<file path="src/rtl/ps2_host_tx.sv">
// ps2_host_tx: host-to-device PS/2 command transmitter driving ps2c/ps2d open-drain via output enables
// ports: clk, reset (sync, active-high), start/data (command request, byte), ps2c_in/ps2d_in (raw pins),
// ps2c_oe/ps2d_oe (1 = pull low), busy, done (end pulse), nack (no ACK or timeout), rx_block (= busy)
module ps2_host_tx #(
  parameter int INHIBIT_CYCLES = 2500,
  parameter int TIMEOUT_CYCLES = 375000,
  parameter int FILTER_LEN     = 4
) (
  input  logic       clk,
  input  logic       reset,
  input  logic       start,
  input  logic [7:0] data,
  input  logic       ps2c_in,
  input  logic       ps2d_in,
  output logic       ps2c_oe,
  output logic       ps2d_oe,
  output logic       busy,
  output logic       done,
  output logic       nack,
  output logic       rx_block
);
  localparam int MAXC = INHIBIT_CYCLES > TIMEOUT_CYCLES ? INHIBIT_CYCLES : TIMEOUT_CYCLES;
  localparam int CW = $clog2(MAXC + 1);
  localparam int FW = $clog2(FILTER_LEN + 1);
  typedef enum logic [2:0] {IDLE, INHIBIT, RTS, SEND, ACK, WAIT_IDLE, FIN} state_t;
  state_t state, nxt;
  logic [1:0] s1, s2, f;
  logic [FW-1:0] fc [2];
  logic c_d, fall_c, tmo, d_oe_n, nack_n;
  logic [CW-1:0] cnt, cnt_n;
  logic [3:0] bitcnt, bit_n;
  logic [9:0] sr, sr_n;
  // bit 0 = clock line, bit 1 = data line; a new level is taken only after FILTER_LEN agreeing samples
  always_ff @(posedge clk) begin
    if (reset) begin
      s1  <= 2'b11;
      s2  <= 2'b11;
      f   <= 2'b11;
      c_d <= 1'b1;
      fc  <= '{default: '0};
    end else begin
      s1  <= {ps2d_in, ps2c_in};
      s2  <= s1;
      c_d <= f[0];
      for (int i = 0; i < 2; i++)
        if (s2[i] == f[i]) fc[i] <= '0;
        else if (fc[i] == FW'(FILTER_LEN - 1)) begin
          f[i]  <= s2[i];
          fc[i] <= '0;
        end else fc[i] <= fc[i] + 1'b1;
    end
  end
  assign fall_c = c_d & ~f[0];
  assign tmo = cnt == CW'(TIMEOUT_CYCLES - 1);
  always_comb begin
    nxt    = state;
    cnt_n  = cnt;
    bit_n  = bitcnt;
    sr_n   = sr;
    d_oe_n = ps2d_oe;
    nack_n = nack;
    case (state)
      IDLE: begin
        d_oe_n = 1'b0;
        cnt_n  = '0;
        if (start) begin
          sr_n   = {1'b1, ~^data, data};
          nack_n = 1'b0;
          nxt    = INHIBIT;
        end
      end
      INHIBIT: begin
        cnt_n = cnt + 1'b1;
        if (cnt == CW'(INHIBIT_CYCLES - 1)) begin
          nxt    = RTS;
          d_oe_n = 1'b1;
        end
      end
      RTS: begin
        cnt_n = '0;
        bit_n = '0;
        nxt   = SEND;
      end
      SEND, ACK, WAIT_IDLE: begin
        cnt_n = fall_c ? '0 : cnt + 1'b1;
        // a device edge coinciding with terminal count keeps the transfer alive
        if (!fall_c && tmo) begin
          nxt    = FIN;
          d_oe_n = 1'b0;
          nack_n = 1'b1;
        end else if (state == SEND) begin
          if (fall_c) begin
            bit_n = bitcnt == 4'd11 ? bitcnt : bitcnt + 4'd1;
            if (bitcnt == 4'd10) nxt = ACK;
            else begin
              d_oe_n = ~sr[0];
              sr_n   = {1'b1, sr[9:1]};
            end
          end
        end else if (state == ACK) begin
          nack_n = f[1];
          nxt    = WAIT_IDLE;
        end else if (f[0] && f[1]) nxt = FIN;
      end
      default: begin
        cnt_n = '0;
        nxt   = IDLE;
      end
    endcase
  end
  always_ff @(posedge clk) begin
    if (reset) begin
      state   <= IDLE;
      cnt     <= '0;
      bitcnt  <= '0;
      sr      <= '0;
      ps2c_oe <= 1'b0;
      ps2d_oe <= 1'b0;
      busy    <= 1'b0;
      done    <= 1'b0;
      nack    <= 1'b0;
    end else begin
      state   <= nxt;
      cnt     <= cnt_n;
      bitcnt  <= bit_n;
      sr      <= sr_n;
      ps2c_oe <= nxt == INHIBIT || nxt == RTS;
      ps2d_oe <= d_oe_n;
      busy    <= nxt != IDLE && nxt != FIN;
      done    <= nxt == FIN;
      nack    <= nack_n;
    end
  end
  assign rx_block = busy;
endmodule

</file>
<file path="config.mk">
export PLATFORM = sky130hd
export DESIGN_NAME = ps2_host_tx
export DESIGN_NICKNAME = d
export VERILOG_FILES = /design/src/rtl/ps2_host_tx.sv
export SDC_FILE = /design/constraint.sdc
export NUM_CORES = 1
export LEC_CHECK = 0
export CORE_MARGIN = 2
export CORE_UTILIZATION = 41
export DETAILED_ROUTE_END_ITERATION = 10
export GPL_TIMING_DRIVEN = 0
export PLACE_DENSITY = 0.64
export SETUP_SLACK_MARGIN = 0.4
export SLEW_MARGIN = 20
export SYNTH_ARGS = -nofsm -noshare
export SYNTH_HDL_FRONTEND = slang
export SYNTH_SLANG_ARGS = --single-unit
</file>
<file path="constraint.sdc">
create_clock -name clk -period 3.5 [get_ports clk]
set_clock_uncertainty 0.15 [all_clocks]
set_input_delay 1.05 -clock clk [delete_from_list [all_inputs] [get_ports clk]]
set_output_delay 1.05 -clock clk [all_outputs]
set_load 0.01 [all_outputs]
</file>
==> After elaboration in Yosys (flattened, before gate mapping) <==
Index checks and enable logic that the tools add are counted.
{ "totals": {"ff_bits": 54, "inputBits": 13, "elab_cells": 107} }
{ "classes": {"add_sub_neg": 4, "n_eq_ne": 29, "n_mux": 33, "bitwise_logic": 5, "n_reduce_logical": 20} }
{ "op_table": {"columns": ["op", "n"], "rows": [
  ["two-way mux 10 bit", 5],
  ["one-hot mux 19 bit (2 select lines)", 1],
  ["two-way mux 3 bit", 8],
  ["one-hot mux 10 bit (2 select lines)", 1],
  ["adder 19 x 1 -> 19 bit (second input constant)", 1],
  ["equality test 19 x 12 -> 1 bit (second input constant)", 1],
  ["equality test 19 bit (second input constant)", 1],
  ["two-way mux 19 bit", 1],
  ["inequality test 3 bit (second input constant)", 6],
  ["two-way mux 4 bit", 4],
  ["equality test 3 x 2 -> 1 bit (second input constant)", 5],
  ["inequality test 2 bit (second input constant)", 7],
  ["one-hot mux 3 bit (4 select lines)", 1],
  ["AND reduction 5 bit", 2],
  ["equality test 3 bit (second input constant)", 3],
  ["two-way mux 1 bit", 9],
  ["OR reduction 3 bit", 3],
  ["equality test 4 bit (second input constant)", 2],
  ["one-hot mux 4 bit (2 select lines)", 1],
  ["XNOR reduction 8 bit", 1],
  ["adder 3 x 1 -> 3 bit (second input constant)", 2],
  ["equality test 3 x 1 -> 1 bit (second input constant)", 2],
  ["AND reduction 6 bit", 1],
  ["nonzero test 3 bit", 2],
  ["other kinds (13)", 21]
]} }

==> Depth between registers and ports, before layout <==
{ "depth": {"word_depth": 8, "ltp_mapped": 8} }

==> Least setup slack after synthesis <==
Ideal clock, no wire load.
{ "synth_timing": {"kind": "input-to-reg", "start": "in start", "end": "reg sr[0]", "arrival_time_ns": 2.106, "slack_ns": 1.102, "stages": 5, "n_path_buf": 1, "path_cell_list": "nor3b_1 -> a41oi_1 -> nor2_1 -> clkbuf_1 -> a311oi_1"} }
{ "synth_between": {"elab_chain_cells": 2} }
{ "synth_rtl": {"columns": ["element", "line_no", "source"], "rows": [
  ["start: declaration", "11", "input logic start,"],
  ["inequality test 2 bit (no line)", null, null],
  ["AND reduction 6 bit (no line)", null, null],
  ["end signal: assignment", "126", "sr <= sr_n;"],
  ["end: declaration", "32", "logic [9:0] sr, sr_n;"]
]} }
No other way between the ends.
A chain may end at the register's enable or synchronous reset.

==> Final worst setup path <==
{ "layout_timing": {"start": "in start", "end": "reg sr[5]"} }
Same word-level chain as after synthesis.

==> impl_metrics.tcl <==
set metrics [dict create \
    wl_met1_um 2530 \
    ir_worst_vdd_uv 188 \
    power.internal_mw 1.00 \
    crit_fanout 10 \
    hold_path.class "register to register" \
    regToRegSetupSlack_ns 0.91 \
    grt_setup_unrepaired "false" \
    hold_end "s2[0]" \
    rows 28 \
    ys_async_sr_fraction_pct 0 \
    core_um2 5990 \
    synth_compound_area_share_pct 11.0 \
    period_share_pct 81.9 \
    power_frac_seq_pct 51.1 \
    worstPathArrival_ns 2.88 \
    area_growth_pct 16.3 \
    ys.flop_type "dfxtp_1" \
    leakagePower_nw 1.07 \
    die_h_um 83.1 \
    r2r-start "cnt[0]" \
    yosysWarnings 0 \
    htreeDepth 2 \
    grt_max_degree 17 \
    drv_slew 0 \
    wl_per_cell_um 12.4 \
    finalHoldViolations 0 \
    max_slew_margin_pct 49.8 \
    postRouteAntennaNets 0 \
    fin_tns_setup_ns 0 \
    antenna_found_initial 0 \
    muxShareOfSynthArea_pct 1.56 \
    grt.total_usage_pct 15.0 \
    antenna_cells 0 \
    route.detailed.drc 0 \
    cts_sinks 54 \
    path_clk_slew_ns 0.09 \
    wl_met3_um 179 \
    grt_pass1_vias 1930 \
    cts-root-buf "clkbuf_8" \
    drt-total-wl_um 4910 \
    vias 2109 \
    drt_first_pass_iters 4 \
    r2r-end "busy" \
    whs_ns 0.266 \
    worstPathRequired_ns 3.51 \
    max_freq_mhz 349 \
    worst_setup_path_end_kind "register" \
    drt_iter0_markers 116 \
    tritoncts "done" \
    cts_buffers 5 \
    final_layout_size_suffix_gt1_share_pct 10.0 \
    worstSetupPathType "input pin to register" \
    synth_seq_area_share_pct 42.1 \
    synth_top_family_by_area "simple AND/OR/NAND/NOR gates" \
    whs_path_depth 1 \
    overflow 0 \
    status "complete, no violations" \
    synthSimpleGateAreaFrac_pct 28.6 \
    synth_fp_nets 314 \
    synthCells 294 \
    min-delay-start "s1[0]" \
    n_fill_cell 568 \
    die_area_um2 6900 \
    synth_cell_type_count 49 \
    synth_xor_area_share_pct 9.56 \
    pwr-share-comb_pct 9.5 \
    clkPwrFrac_pct 39.5 \
    syn_area_um2 2560 \
    met2WireLength_um 2110 \
    fin_crit_ns 2.87 \
    routed_via_density 5.34 \
    p_switching_mw 0.273 \
    top_layer "met4" \
    ys_ff_latch 54 \
    tightest_slew_ns 0.749 \
    synth_area_per_cell_um2 8.72 \
    yosys.area.top_type_share_pct 42.1 \
    dpl.hpwl_um 3540 \
    netSwitchingFraction_pct 21.5 \
    synth_edf_count 0 \
    setup_viol 0 \
    grt_pass1_wl_um 8740 \
    globalplace.congestion 0.873 \
    ios 19 \
    drv_cap 0 \
    r2r_cells 7 \
    clock_latency_ns 0.30 \
    start_kind "input pin" \
    netlist_top_cells_area "dfxtp_1, nor2_1, xor2_1" \
    cts_buffer_depth 2 \
    initial_core_util_pct 42.8 \
    io_buffers 18 \
    synth_top_area_cell "dfxtp_1" \
    powerDensity_nw_per_um2 427 \
    synth_fa_ha_area_share_pct 3.41 \
    nets 339 \
    die_width_um 83.1 \
]
## layout by cell type (no fill, tap or decap), types with 6 or more instances in the layout
cell / count
dfxtp_1: 54
clkdlybuf4s50_1: 18
nand2_1: 29
ha_1: 7
a311oi_1: 9
a21oi_1: 11
nand4_1: 8
clkbuf_8: 6
nand3_1: 9
inv_1: 8
xnor2_1: 12
and3_1: 6
nor2_1: 54
xor2_1: 16
## how the worst max path moves through the flow
stage	start	endpoint	slack (ns)	cells past startpoint
3_3_place_gp	start	sr[5]	0.12	6
3_5_place_dp	start	sr[5]	0.17	6
6_report	start	sr[5]	0.63	6
5_1_grt	reset	cnt[18]	0.50	5
2_1_floorplan	start	sr[0]	1.10	5
4_1_cts	start	sr[5]	0.49	6
## per-layer routing
layer | vias up | global-route usage [%]
li1 | 1071 | -
met1 | 979 | 21.1
met2 | 50 | 22.5
met3 | 9 | 2.78
met4 | 0 | 5.96
met5 | - | 0
## per-stage QoR
stage / utilization (%) / cell area (um2) / total power [mW] / instances / setup WS [ns]
after floorplan: - / 2560 / 0.740 / 294 / 1.10
after global placement: 47.4 / 2840 / 0.784 / 387 / 0.119
after detailed placement: 47.4 / 2840 / 0.785 / 387 / 0.170
after CTS: 49.8 / 2980 / 1.29 / 395 / 0.492
after global routing: 49.8 / 2980 / 1.33 / 395 / 0.504
final: 49.8 / 2980 / 1.27 / 395 / 0.632
## sequential cells by signal, indices dropped and copies added, names as in the netlist
name,flops
fc,6
ps2c_oe,1
s1,2
s2,2
nack,1
busy,1
ps2d_oe,1
done,1
sr,10
c_d,1
bitcnt,4
f,2
state,3
cnt,19
## kinds of logic after synthesis
family          Yosys count
flops                    54
simple gates            142
fa+ha+maj                 7
compound gates           41
xor+xnor                 28
mux                       4
buf+inv                  18
## power groups by stage
stage / registers [mW] / clock network, mW / logic, mW
5_1_grt: 0.654 / 0.543 / 0.134
4_1_cts: 0.650 / 0.516 / 0.121
3_3_place_gp: 0.664 / 0 / 0.120
2_1_floorplan: 0.663 / 0 / 0.0767
3_5_place_dp: 0.665 / 0 / 0.121
6_report: 0.650 / 0.503 / 0.121
## timing repair
action                                  4_1_cts  5_1_grt
resized for setup                             0        1
buffers inserted                              0        0
hold buffers                                  0        0
endpoints found under the setup margin        0        9
## cells in the mapped netlist (all sizes together) (4+ instances only)
| library cell | count |
|---|---|
| nor2 | 56 |
| dfxtp | 54 |
| nand2 | 29 |
| xor2 | 16 |
| a21oi | 12 |
| xnor2 | 12 |
| a311oi | 9 |
| inv | 9 |
| nand3 | 9 |
| o21ai | 9 |
| nand4 | 8 |
| ha | 7 |
| or2 | 7 |
| and3 | 6 |
| clkbuf | 5 |
| nand2b | 5 |
| buf | 4 |
| mux2i | 4 |
| nand4b | 4 |
## layout make-up
| type | count | area, um2 | share of cell area, % |
|---|---|---|---|
| Buffer | 9 | 60.1 | 2.01 |
| Clock buffer | 6 | 82.6 | 2.77 |
| Clock inverter | 2 | 60.1 | 2.01 |
| Inverter | 9 | 33.8 | 1.13 |
| Multi-Input combinational cell | 222 | 1390 | 46.7 |
| Sequential cell | 54 | 1080 | 36.2 |
| Tap cell | 75 | 93.8 | 3.14 |
| Timing Repair Buffer | 18 | 180 | 6.04 |
## critical path, cell delays in order
cell             delay, ns
clkdlybuf4s50_1       0.49
nor3b_1               0.30
a41oi_1               0.09
nor2_2                0.36
clkbuf_1              0.41
a311oi_1              0.17
(Power assumes the default switching activity.)
